**src/rtl/sig_probe_if.sv**
```systemverilog
// sig_probe_if: probe inputs and statistics outputs of sig_probe.
// The master side drives the probe, and the slave side is the sig_probe block.
interface sig_probe_if #(
  parameter int CNT_W = 16,
  parameter int ANA_W = 16
);
  logic             i_clr;
  logic             i_dig;
  logic [ANA_W-1:0] i_ana;
  logic             i_ana_vld;
  logic             o_level;
  logic [CNT_W-1:0] o_rise_cnt;
  logic [CNT_W-1:0] o_fall_cnt;
  logic [CNT_W-1:0] o_hi_cyc;
  logic [CNT_W-1:0] o_last_pw;
  logic [ANA_W-1:0] o_ana_last;
  logic [ANA_W-1:0] o_ana_min;
  logic [ANA_W-1:0] o_ana_max;
  logic [ANA_W-1:0] o_ana_avg;
  logic             o_ana_avg_vld;

  modport master (
    output i_clr, i_dig, i_ana, i_ana_vld,
    input  o_level, o_rise_cnt, o_fall_cnt, o_hi_cyc, o_last_pw,
           o_ana_last, o_ana_min, o_ana_max, o_ana_avg, o_ana_avg_vld
  );

  modport slave (
    input  i_clr, i_dig, i_ana, i_ana_vld,
    output o_level, o_rise_cnt, o_fall_cnt, o_hi_cyc, o_last_pw,
           o_ana_last, o_ana_min, o_ana_max, o_ana_avg, o_ana_avg_vld
  );
endinterface

```
**src/rtl/sig_probe.sv**
```systemverilog
// sig_probe: debug probe for one digital net and one analog-code bus.
// The digital path provides edge counts, high time and the last pulse width.
// The analog path provides last/min/max and a block average of 2^AVG_LOG2 samples.
// The analog path is compiled in only when SIG_PROBE_ANA_EN is defined.
// Otherwise, the analog outputs are tied to their reset values.
module sig_probe #(
  parameter int CNT_W    = 16,
  parameter int ANA_W    = 16,
  parameter int AVG_LOG2 = 4
) (
  input  logic         i_clk,
  input  logic         i_rstz,
  sig_probe_if.slave   bus
);

  // ---------------- digital path ----------------
  logic             s1, s2, s3;
  logic             rise, fall;
  logic [CNT_W-1:0] rise_cnt, fall_cnt, hi_cyc, last_pw, pw_run;

  // i_dig may be asynchronous: two-flop synchronizer plus one history flop.
  // Clear does not touch these, so the edge history survives i_clr.
  always_ff @(posedge i_clk or negedge i_rstz) begin
    if (!i_rstz) begin
      s1 <= 1'b0;
      s2 <= 1'b0;
      s3 <= 1'b0;
    end else begin
      s1 <= bus.i_dig;
      s2 <= s1;
      s3 <= s2;
    end
  end

  assign rise = s2 & ~s3;
  assign fall = ~s2 & s3;

  // Edge, high-time and pulse-width statistics, all saturating at all-ones.
  always_ff @(posedge i_clk or negedge i_rstz) begin
    if (!i_rstz) begin
      rise_cnt <= '0;
      fall_cnt <= '0;
      hi_cyc   <= '0;
      last_pw  <= '0;
      pw_run   <= '0;
    end else if (bus.i_clr) begin
      rise_cnt <= '0;
      fall_cnt <= '0;
      hi_cyc   <= '0;
      last_pw  <= '0;
      pw_run   <= '0;
    end else begin
      if (rise && rise_cnt != '1) rise_cnt <= rise_cnt + CNT_W'(1);
      if (fall && fall_cnt != '1) fall_cnt <= fall_cnt + CNT_W'(1);
      if (s2 && hi_cyc != '1)     hi_cyc   <= hi_cyc + CNT_W'(1);
      if (fall) begin
        last_pw <= pw_run;
        pw_run  <= '0;
      end else if (s2 && pw_run != '1) begin
        pw_run  <= pw_run + CNT_W'(1);
      end
    end
  end

  assign bus.o_level    = s2;
  assign bus.o_rise_cnt = rise_cnt;
  assign bus.o_fall_cnt = fall_cnt;
  assign bus.o_hi_cyc   = hi_cyc;
  assign bus.o_last_pw  = last_pw;

  // ---------------- analog path ----------------
`ifdef SIG_PROBE_ANA_EN
  // The accumulator is wide enough for a full block of all-ones samples.
  localparam int ACC_W = ANA_W + AVG_LOG2;
  localparam logic [AVG_LOG2:0] BLK_LAST = (AVG_LOG2+1)'((1 << AVG_LOG2) - 1);

  logic [ACC_W-1:0]  acc, acc_nxt;
  logic [AVG_LOG2:0] smp_cnt;
  logic [ANA_W-1:0]  ana_last, ana_min, ana_max, ana_avg;
  logic              ana_avg_vld;

  assign acc_nxt = acc + ACC_W'(bus.i_ana);

  // Per-sample statistics, with a block average emitted on the last sample of each block.
  always_ff @(posedge i_clk or negedge i_rstz) begin
    if (!i_rstz) begin
      acc         <= '0;
      smp_cnt     <= '0;
      ana_last    <= '0;
      ana_min     <= '1;
      ana_max     <= '0;
      ana_avg     <= '0;
      ana_avg_vld <= 1'b0;
    end else if (bus.i_clr) begin
      acc         <= '0;
      smp_cnt     <= '0;
      ana_last    <= '0;
      ana_min     <= '1;
      ana_max     <= '0;
      ana_avg     <= '0;
      ana_avg_vld <= 1'b0;
    end else begin
      ana_avg_vld <= 1'b0;
      if (bus.i_ana_vld) begin
        ana_last <= bus.i_ana;
        if (bus.i_ana < ana_min) ana_min <= bus.i_ana;
        if (bus.i_ana > ana_max) ana_max <= bus.i_ana;
        if (smp_cnt == BLK_LAST) begin
          ana_avg     <= acc_nxt[ACC_W-1:AVG_LOG2];
          ana_avg_vld <= 1'b1;
          acc         <= '0;
          smp_cnt     <= '0;
        end else begin
          acc     <= acc_nxt;
          smp_cnt <= smp_cnt + (AVG_LOG2+1)'(1);
        end
      end
    end
  end

  assign bus.o_ana_last    = ana_last;
  assign bus.o_ana_min     = ana_min;
  assign bus.o_ana_max     = ana_max;
  assign bus.o_ana_avg     = ana_avg;
  assign bus.o_ana_avg_vld = ana_avg_vld;
`else
  // The analog inputs are intentionally ignored in this build.
  logic unused_ana;
  assign unused_ana = ^{bus.i_ana, bus.i_ana_vld};

  assign bus.o_ana_last    = '0;
  assign bus.o_ana_min     = '1;
  assign bus.o_ana_max     = '0;
  assign bus.o_ana_avg     = '0;
  assign bus.o_ana_avg_vld = 1'b0;
`endif

endmodule

```
**src/flat_wrapper.sv**
```systemverilog
// flat-port wrapper written by rule: the top's interface ports become plain ports
module sig_probe_flat 
#(
  parameter int CNT_W    = 16,
  parameter int ANA_W    = 16,
  parameter int AVG_LOG2 = 4
)
  (i_clk, i_rstz, bus_i_clr, bus_i_dig, bus_i_ana, bus_i_ana_vld, bus_o_level, bus_o_rise_cnt, bus_o_fall_cnt, bus_o_hi_cyc, bus_o_last_pw, bus_o_ana_last, bus_o_ana_min, bus_o_ana_max, bus_o_ana_avg, bus_o_ana_avg_vld);
  sig_probe_if #(.CNT_W(CNT_W), .ANA_W(ANA_W)) bus_i ();
  input  logic i_clk;
  input  logic i_rstz;
  input wire logic [$bits(bus_i.i_clr)-1:0] bus_i_clr;
  input wire logic [$bits(bus_i.i_dig)-1:0] bus_i_dig;
  input wire logic [$bits(bus_i.i_ana)-1:0] bus_i_ana;
  input wire logic [$bits(bus_i.i_ana_vld)-1:0] bus_i_ana_vld;
  output wire logic [$bits(bus_i.o_level)-1:0] bus_o_level;
  output wire logic [$bits(bus_i.o_rise_cnt)-1:0] bus_o_rise_cnt;
  output wire logic [$bits(bus_i.o_fall_cnt)-1:0] bus_o_fall_cnt;
  output wire logic [$bits(bus_i.o_hi_cyc)-1:0] bus_o_hi_cyc;
  output wire logic [$bits(bus_i.o_last_pw)-1:0] bus_o_last_pw;
  output wire logic [$bits(bus_i.o_ana_last)-1:0] bus_o_ana_last;
  output wire logic [$bits(bus_i.o_ana_min)-1:0] bus_o_ana_min;
  output wire logic [$bits(bus_i.o_ana_max)-1:0] bus_o_ana_max;
  output wire logic [$bits(bus_i.o_ana_avg)-1:0] bus_o_ana_avg;
  output wire logic [$bits(bus_i.o_ana_avg_vld)-1:0] bus_o_ana_avg_vld;
  assign bus_i.i_clr = bus_i_clr;
  assign bus_i.i_dig = bus_i_dig;
  assign bus_i.i_ana = bus_i_ana;
  assign bus_i.i_ana_vld = bus_i_ana_vld;
  assign bus_o_level = bus_i.o_level;
  assign bus_o_rise_cnt = bus_i.o_rise_cnt;
  assign bus_o_fall_cnt = bus_i.o_fall_cnt;
  assign bus_o_hi_cyc = bus_i.o_hi_cyc;
  assign bus_o_last_pw = bus_i.o_last_pw;
  assign bus_o_ana_last = bus_i.o_ana_last;
  assign bus_o_ana_min = bus_i.o_ana_min;
  assign bus_o_ana_max = bus_i.o_ana_max;
  assign bus_o_ana_avg = bus_i.o_ana_avg;
  assign bus_o_ana_avg_vld = bus_i.o_ana_avg_vld;
  sig_probe #(.CNT_W(CNT_W), .ANA_W(ANA_W), .AVG_LOG2(AVG_LOG2)) u_core (.i_clk(i_clk), .i_rstz(i_rstz), .bus(bus_i));
endmodule
```
**config.mk**
```make
export PLATFORM = sky130hd
export DESIGN_NAME = sig_probe_flat
export DESIGN_NICKNAME = d
export VERILOG_FILES = /design/src/rtl/sig_probe_if.sv /design/src/rtl/sig_probe.sv /design/src/flat_wrapper.sv
export SDC_FILE = /design/constraint.sdc
export NUM_CORES = 1
export LEC_CHECK = 0
export ABC_AREA = 0
export CORE_MARGIN = 3
export CORE_UTILIZATION = 50
export CTS_CLUSTER_SIZE = 40
export DETAILED_ROUTE_END_ITERATION = 6
export GPL_TIMING_DRIVEN = 0
export PLACE_DENSITY_LB_ADDON = 0.08
export REMOVE_ABC_BUFFERS = 1
export SLEW_MARGIN = 20
export SYNTH_ARGS = -nofsm -noshare
export SYNTH_HDL_FRONTEND = slang
export SYNTH_SLANG_ARGS = --single-unit
```
**constraint.sdc**
```tcl
create_clock -name i_clk -period 3.1 [get_ports i_clk]
set_input_delay 0.31 -clock i_clk [delete_from_list [all_inputs] [get_ports i_clk]]
set_output_delay 0.31 -clock i_clk [all_outputs]
set_load 0.005 [all_outputs]
```
==> results.tsv, run 1 <==
stage	metric	value	unit
sta	slew_violations	0	
sta	fmax	0.430	GHz
critical_path	endpoint_kind	register	
pwr	leakage	2.40	nW
sta	relSlewSlack	33.6	%
detailed_routing	routed_wl	10700	microns
clock_tree	cts.repair.resized	0	
outcome	status	completed	
sta	min_period_over_period	75.0	%
critical_path	path_cells	ha_1 > nand4_1 > o41ai_2 > o21ai_0 > a21oi_1	
clock_tree	clk-insertion-delay-late	0.36	ns
critical_path	critPathRequiredTime	3.37	ns
floorplan	io-pin-count	151	
yosys	yosys.area.top_type	dfrtp_1	
critical_path	critPathKind	register to register	
critical_path	reg2reg_depth	5	
clock_tree	cts_tree	built	
grt	overflow	0	
critical_path	crit_cells	5	
clock_tree	htree_levels	3	
yosys	syn_area	5060	sq um
critical_path	cpMaxStageDelayCell	o41ai_2	
cells_and_area	multi_input_area	2540	sq um
min_path	worstHoldPathType	register to register	
detailed_routing	drtIter0Drc	155	
placed_design	hpwl	7440	microns
yosys	synth_common_cells	dfrtp_1 (83), buf_4 (70), nand2_1 (57)	
yosys	synthTopCellsByArea	dfrtp_1 (41%), buf_4 (10%), a21oi_1 (5.0%)	
yosys	synthArstFlopShare	100	%
placed_design	place_congestion	0.803	
detailed_routing	wl_per_cell	14.4	microns
critical_path	crit_fanout	12	
cells_and_area	drive_gt1_share	7.36	%
grt	grt_max_degree	44	
floorplan	die_y	107	microns
floorplan	dieWidth	107	microns
clock_tree	cts_setup_buffers	0	
detailed_routing	drcViolationCount	0	
sta	setup_ws	0.775	ns
grt	grt_pass1_wl	18200	microns
pwr	peakVddDrop	0.232	mV
min_path	whs_path_depth	0	
yosys	synth-seq-cells	83	
floorplan	dieArea	11400	sq um
cells_and_area	postLayoutCoreUtil	58.5	%
cells_and_area	area_growth	13.5	%
floorplan	initial_core_util	51.6	%
detailed_routing	ant_nets	0	
sta	clock_skew	0.0139	ns
cells_and_area	nets	631	
sta	whs	0.357	ns
yosys	syn_inst	554	
critical_path	worst-path-buf-inv	0	
sta	tns	0	ns
clock_tree	cts_max_path_buffers	2	
detailed_routing	drt-pass1-iter-count	4	
placed_design	pre_cts_ws	0.815	ns
clock_tree	clk_pin_slew_worst_paths	0.08	ns
cells_and_area	fillerInstances	914	
sta	rsz0062_at_grt	no	
sta	finalHoldViolCount	0	
detailed_routing	vias_per_cell	5.51	
critical_path	slowest_delay	0.96	ns
critical_path	cp_top_family	compound AO/OA/AOI/OAI gates	
critical_path	cp-start-kind	register	
grt	grtUsageTotal	19.2	%
floorplan	num_rows	36	
pwr	power_density	358	nW/um^2
sta	tightest_slew	0.985	ns
clock_tree	postCtsHoldBufs	1	
yosys	synth_top_area_share	41.0	%
clock_tree	numCtsBuffers	9	
yosys	synth-edff-count	0	
yosys	seq_area_frac_synth	41.0	%
grt	grt_pass1_vias	3850	
clock_tree	cts-root-buf	clkbuf_8	
clock_tree	cts_num_sinks	83	
yosys	yosys_most_used_dff	dfrtp_1	
yosys	syn_area_per_cell	9.14	sq um
cells_and_area	antenna_cells	0	
grt	antenna_found_initial	0	
cells_and_area	seqCellArea	2080	sq um
sta	fin_crit	2.33	ns
yosys	yosysMostFrequentCell	dfrtp_1	
detailed_routing	vias	4100	
placed_design	io_buffers	68	
flow_run	cap_violations	0	
yosys	ys_types	61	
floorplan	coreArea	9820	sq um
sta	setup_violations	0	
pwr	total_power	2.06	mW
yosys	yosysWarnings	0	
critical_path	cp.arrival	2.59	ns
## placed cells by master, fill, tap and decap left out, types with 9 or more instances in the layout
cell type,count
a21oi_1,51
and3_1,10
clkbuf_8,9
clkdlybuf4s50_1,66
conb_1,65
dfrtp_1,83
inv_1,11
nand2_1,57
nand3_1,20
nand4_1,20
nor2_1,23
nor3_1,16
o21ai_0,25
or3_1,16
or4_1,11
## kinds of logic (layout without fill, tap and decap cells)
logic type	Yosys count	after routing	share of synthesized area, %
AO/OA/AOI/OAI	121	121	16.0
other	2	65	0.148
XOR/XNOR	4	4	0.692
flip-flops	83	83	41.0
multiplexers	12	12	2.52
AND/OR/NAND/NOR	224	224	25.1
adder cells (fa/ha/maj)	4	4	0.988
buffers and inverters	104	98	13.6
## report_power, final
group	switching, mW	total (mW)	internal (mW)	leakage (nW)
clock	0.426	0.802	0.377	0.0923
sequential	0.0169	1.11	1.09	1.15
combinational	0.0984	0.146	0.0472	1.16
## worst reg2reg max path, cell delays in order (launching register included)
cell and delay, ns:
dfrtp_1 0.41, ha_1 0.23, nand4_1 0.25, o41ai_2 0.96
o21ai_0 0.21, a21oi_1 0.19
## routing by layer
| metal | vias up | track usage (%) | part of all wire (%) |
|---|---|---|---|
| li1 | 1990 | - | - |
| met1 | 1995 | 26.5 | 47 |
| met2 | 105 | 31.3 | 47 |
| met3 | 10 | 3.07 | 5.1 |
| met4 | 0 | 5.75 | 1.2 |
| met5 | - | 0 | 0 |
## state kept, by name (all words and copies together), names as in the netlist
name	cells
u_core.pw_run	16
u_core.bus.o_hi_cyc	16
u_core.bus.o_last_pw	16
u_core.s1	1
u_core.bus.o_level	1
u_core.bus.o_fall_cnt	16
u_core.bus.o_rise_cnt	16
u_core.s3	1
## area by class of cell
class	instances	share of cell area [%]
multi-input cells	430	44.2
flip-flops and latches	83	36.1
repair buffers	71	12.6
well taps	133	2.90
clock buffers	9	2.16
clock inverters	7	1.31
inverters	11	0.718
## through the flow
step / cell area, sq um / cells
after floorplan: 4650 / 524
after global placement: 5500 / 725
after detailed placement: 5540 / 727
after CTS: 5750 / 744
after global routing: 5750 / 744
final: 5750 / 744
## worst paths after layout
check | from | end | slack (ns)
setup / recovery | u_core.bus.o_hi_cyc[0]$_DFFE_PN0P_ | u_core.bus.o_hi_cyc[7]$_DFFE_PN0P_ | 0.77
min in group asynchronous | i_rstz | u_core.bus.o_fall_cnt[10]$_DFFE_PN0P_ | 0.48
hold reg to reg | u_core.s1$_DFF_PN0_ | u_core.bus.o_level$_DFF_PN0_ | 0.36
setup reg to reg | u_core.bus.o_hi_cyc[0]$_DFFE_PN0P_ | u_core.bus.o_hi_cyc[7]$_DFFE_PN0P_ | 0.77
max in group asynchronous | i_rstz | u_core.bus.o_fall_cnt[15]$_DFFE_PN0P_ | 1.99
hold / removal | u_core.s1$_DFF_PN0_ | u_core.bus.o_level$_DFF_PN0_ | 0.36
(Power assumes the default switching activity.)
==> run 2: changes to the inputs <==
--- a/config.mk
+++ b/config.mk
@@ -7,7 +7,7 @@
 export LEC_CHECK = 0
 export ABC_AREA = 0
 export CORE_MARGIN = 3
-export CORE_UTILIZATION = 50
+export CORE_UTILIZATION = 43
 export CTS_CLUSTER_SIZE = 40
 export DETAILED_ROUTE_END_ITERATION = 6
 export GPL_TIMING_DRIVEN = 0
==> constraint.sdc (replaced) <==
create_clock -name i_clk -period 2.1 [get_ports i_clk]
set_input_delay 0.21 -clock i_clk [delete_from_list [all_inputs] [get_ports i_clk]]
set_output_delay 0.21 -clock i_clk [all_outputs]
set_load 0.005 [all_outputs]
==> results.tsv, run 2 (synthesis results as in run 1) <==
stage	metric	value	unit
sta	slew_violations	0	
clock_tree	clk-insertion-delay-late	0.34	ns
grt	grt_max_degree	50	
detailed_routing	drcViolationCount	0	
detailed_routing	drtIter0Drc	274	
pwr	peakVddDrop	0.256	mV
critical_path	worst-path-buf-inv	1	
critical_path	r2r-start	u_core.bus.o_hi_cyc[0]$_DFFE_PN0P_	
pwr	pwr-share-comb	6.6	%
cells_and_area	area_growth	16.0	%
detailed_routing	routed_wl	11400	microns
clock_tree	cts_num_sinks	83	
detailed_routing	vias	4128	
critical_path	critPathRequiredTime	2.31	ns
critical_path	reg2reg_depth	6	
detailed_routing	wl_per_cell	15.2	microns
placed_design	hpwl	7750	microns
flow_run	cap_violations	0	
placed_design	io_buffers	68	
min_path	whs_path_depth	2	
clock_tree	htree_levels	3	
sta	finalHoldViolCount	0	
sta	tns	0	ns
cells_and_area	drive_gt1_share	7.68	%
sta	fmax	0.519	GHz
clock_tree	cts_max_path_buffers	2	
grt	overflow	0	
critical_path	reg2reg_to	u_core.bus.o_hi_cyc[1]$_DFFE_PN0P_	
pwr	p_switching	0.802	mW
cells_and_area	antenna_cells	0	
floorplan	io-pin-count	151	
critical_path	critPathKind	register to register	
floorplan	dieArea	13100	sq um
clock_tree	clk_pin_slew_worst_paths	0.06	ns
clock_tree	cts_tree	built	
placed_design	pre_cts_ws	-0.211	ns
pwr	internal_power	2.58	mW
sta	fin_crit	1.93	ns
clock_tree	numCtsBuffers	9	
grt	grt_pass1_vias	3806	
placed_design	place_congestion	0.753	
cells_and_area	final_cell_mix	dfrtp_1 (82), clkdlybuf4s50_1 (66), conb_1 (65), nand2_1 (57), a21oi_1 (51)	
critical_path	slowest_delay	0.42	ns
critical_path	cpMaxStageDelayCell	o41ai_4	
pwr	switching_share	23.7	%
detailed_routing	vias_per_cell	5.49	
pwr	pwr-share-seq	48.6	%
pwr	power_density	576	nW/um^2
critical_path	cp-start-kind	register	
detailed_routing	drt-pass1-iter-count	4	
cells_and_area	postLayoutCoreUtil	52.6	%
min_path	min-delay-start	bus_i_clr	
sta	setup_ws	0.172	ns
sta	clock_skew	0.00481	ns
floorplan	num_rows	38	
pwr	total_power	3.38	mW
critical_path	cp.arrival	2.14	ns
critical_path	endpoint_kind	register	
grt	grt_pass1_wl	18800	microns
detailed_routing	ant_nets	0	
floorplan	initial_core_util	45.3	%
clock_tree	cts-root-buf	clkbuf_16	
pwr	leakage	2.47	nW
sta	setup_violations	0	
critical_path	cp_top_family	compound AO/OA/AOI/OAI gates	
min_path	worstHoldPathType	input pin to register	
cells_and_area	layout_commonest_cell	dfrtp_1	
critical_path	path_cells	ha_1 > nand4_1 > o41ai_4 > buf_4 > mux2i_1 > nor2_1	
floorplan	coreArea	11200	sq um
pwr	p_clk_share	44.8	%
sta	tightest_slew	0.781	ns
critical_path	rrSetupSlack	0.17	ns
sta	min_period_over_period	91.8	%
cells_and_area	nets	633	
critical_path	crit_fanout	12	
sta	relSlewSlack	47.8	%
grt	grtUsageTotal	17.7	%
grt	antenna_found_initial	0	
min_path	min_to	u_core.bus.o_hi_cyc[1]$_DFFE_PN0P_	
outcome	status	completed	
floorplan	die_y	115	microns
floorplan	dieWidth	115	microns
## run 2: changes by cell type in the layout (fill, tap and decap cells not counted), sizes merged
cell,previous run,this run
clkinvlp,3,0
clkinv,1,2
buf,4,6
clkbuf,9,13
inv,13,11
bufinv,1,0
## run 2: worst max-delay path by stage
| stage | from | end | slack, ns | cells after the start |
|---|---|---|---|---|
| 6_report | u_core.bus.o_hi_cyc[0]$_DFFE_PN0P_ | u_core.bus.o_hi_cyc[1]$_DFFE_PN0P_ | 0.17 | 6 |
| 2_1_floorplan | u_core.bus.o_hi_cyc[0]$_DFFE_PN0P_ | u_core.bus.o_hi_cyc[1]$_DFFE_PN0P_ | 0.22 | 5 |
| 3_3_place_gp | i_rstz | u_core.bus.o_last_pw[15]$_DFFE_PN0P_ | -2.33 | 1 |
| 5_1_grt | u_core.bus.o_hi_cyc[0]$_DFFE_PN0P_ | u_core.bus.o_hi_cyc[1]$_DFFE_PN0P_ | -0.004 | 6 |
| 3_5_place_dp | u_core.bus.o_hi_cyc[0]$_DFFE_PN0P_ | u_core.bus.o_hi_cyc[6]$_DFFE_PN0P_ | -0.21 | 5 |
| 4_1_cts | u_core.bus.o_hi_cyc[0]$_DFFE_PN0P_ | u_core.bus.o_hi_cyc[6]$_DFFE_PN0P_ | -0.02 | 5 |
## run 2: per-stage QoR
step                      area (sq um)  instances  hold slack [ns]
after CTS                         5860        750            0.281
after global placement            5510        732            0.333
after detailed placement          5550        734            0.238
after floorplan                   4650        524          -0.0856
final                             5870        752            0.285
after global routing              5870        752            0.315
## run 2: power groups by stage
stage / sequential, mW / combinational (mW) / clock [mW]
after floorplan: 1.67 / 0.0955 / 0
after global placement: 1.67 / 0.207 / 0
after detailed placement: 1.67 / 0.220 / 0
after CTS: 1.64 / 0.224 / 1.56
after global routing: 1.65 / 0.258 / 1.61
final: 1.64 / 0.224 / 1.52
## run 2: metal layers
| layer | share of wire (%) | vias to the layer above | routed length, microns | track usage (%) |
|---|---|---|---|---|
| met2 | 48 | 104 | 5510 | 27.7 |
| met1 | 45 | 2012 | 5160 | 24.3 |
| li1 | - | 2000 | - | - |
| met4 | 1.5 | 0 | 171 | 6.57 |
| met3 | 5.3 | 12 | 602 | 3.54 |
| met5 | 0 | - | 0 | 0 |
## run 2: timing repair
item | CTS | global route
endpoints found under the hold margin | 38 | 0
resized for setup | 2 | 1
setup buffers | 0 | 2
pin swaps | 0 | 2
cloned | 0 | 0
hold buffers | 1 | 0
endpoints found under the setup margin | 19 | 17
## run 2: cell type report
type                            count  area (sq um)
Fill cell                        1063          5300
Multi-Input combinational cell    430          2550
Sequential cell                    83          2080
Timing Repair Buffer               73           748
Clock buffer                       13           270
Tap cell                          140           175
Inverter                           11          41.3
Clock inverter                      2          10.0
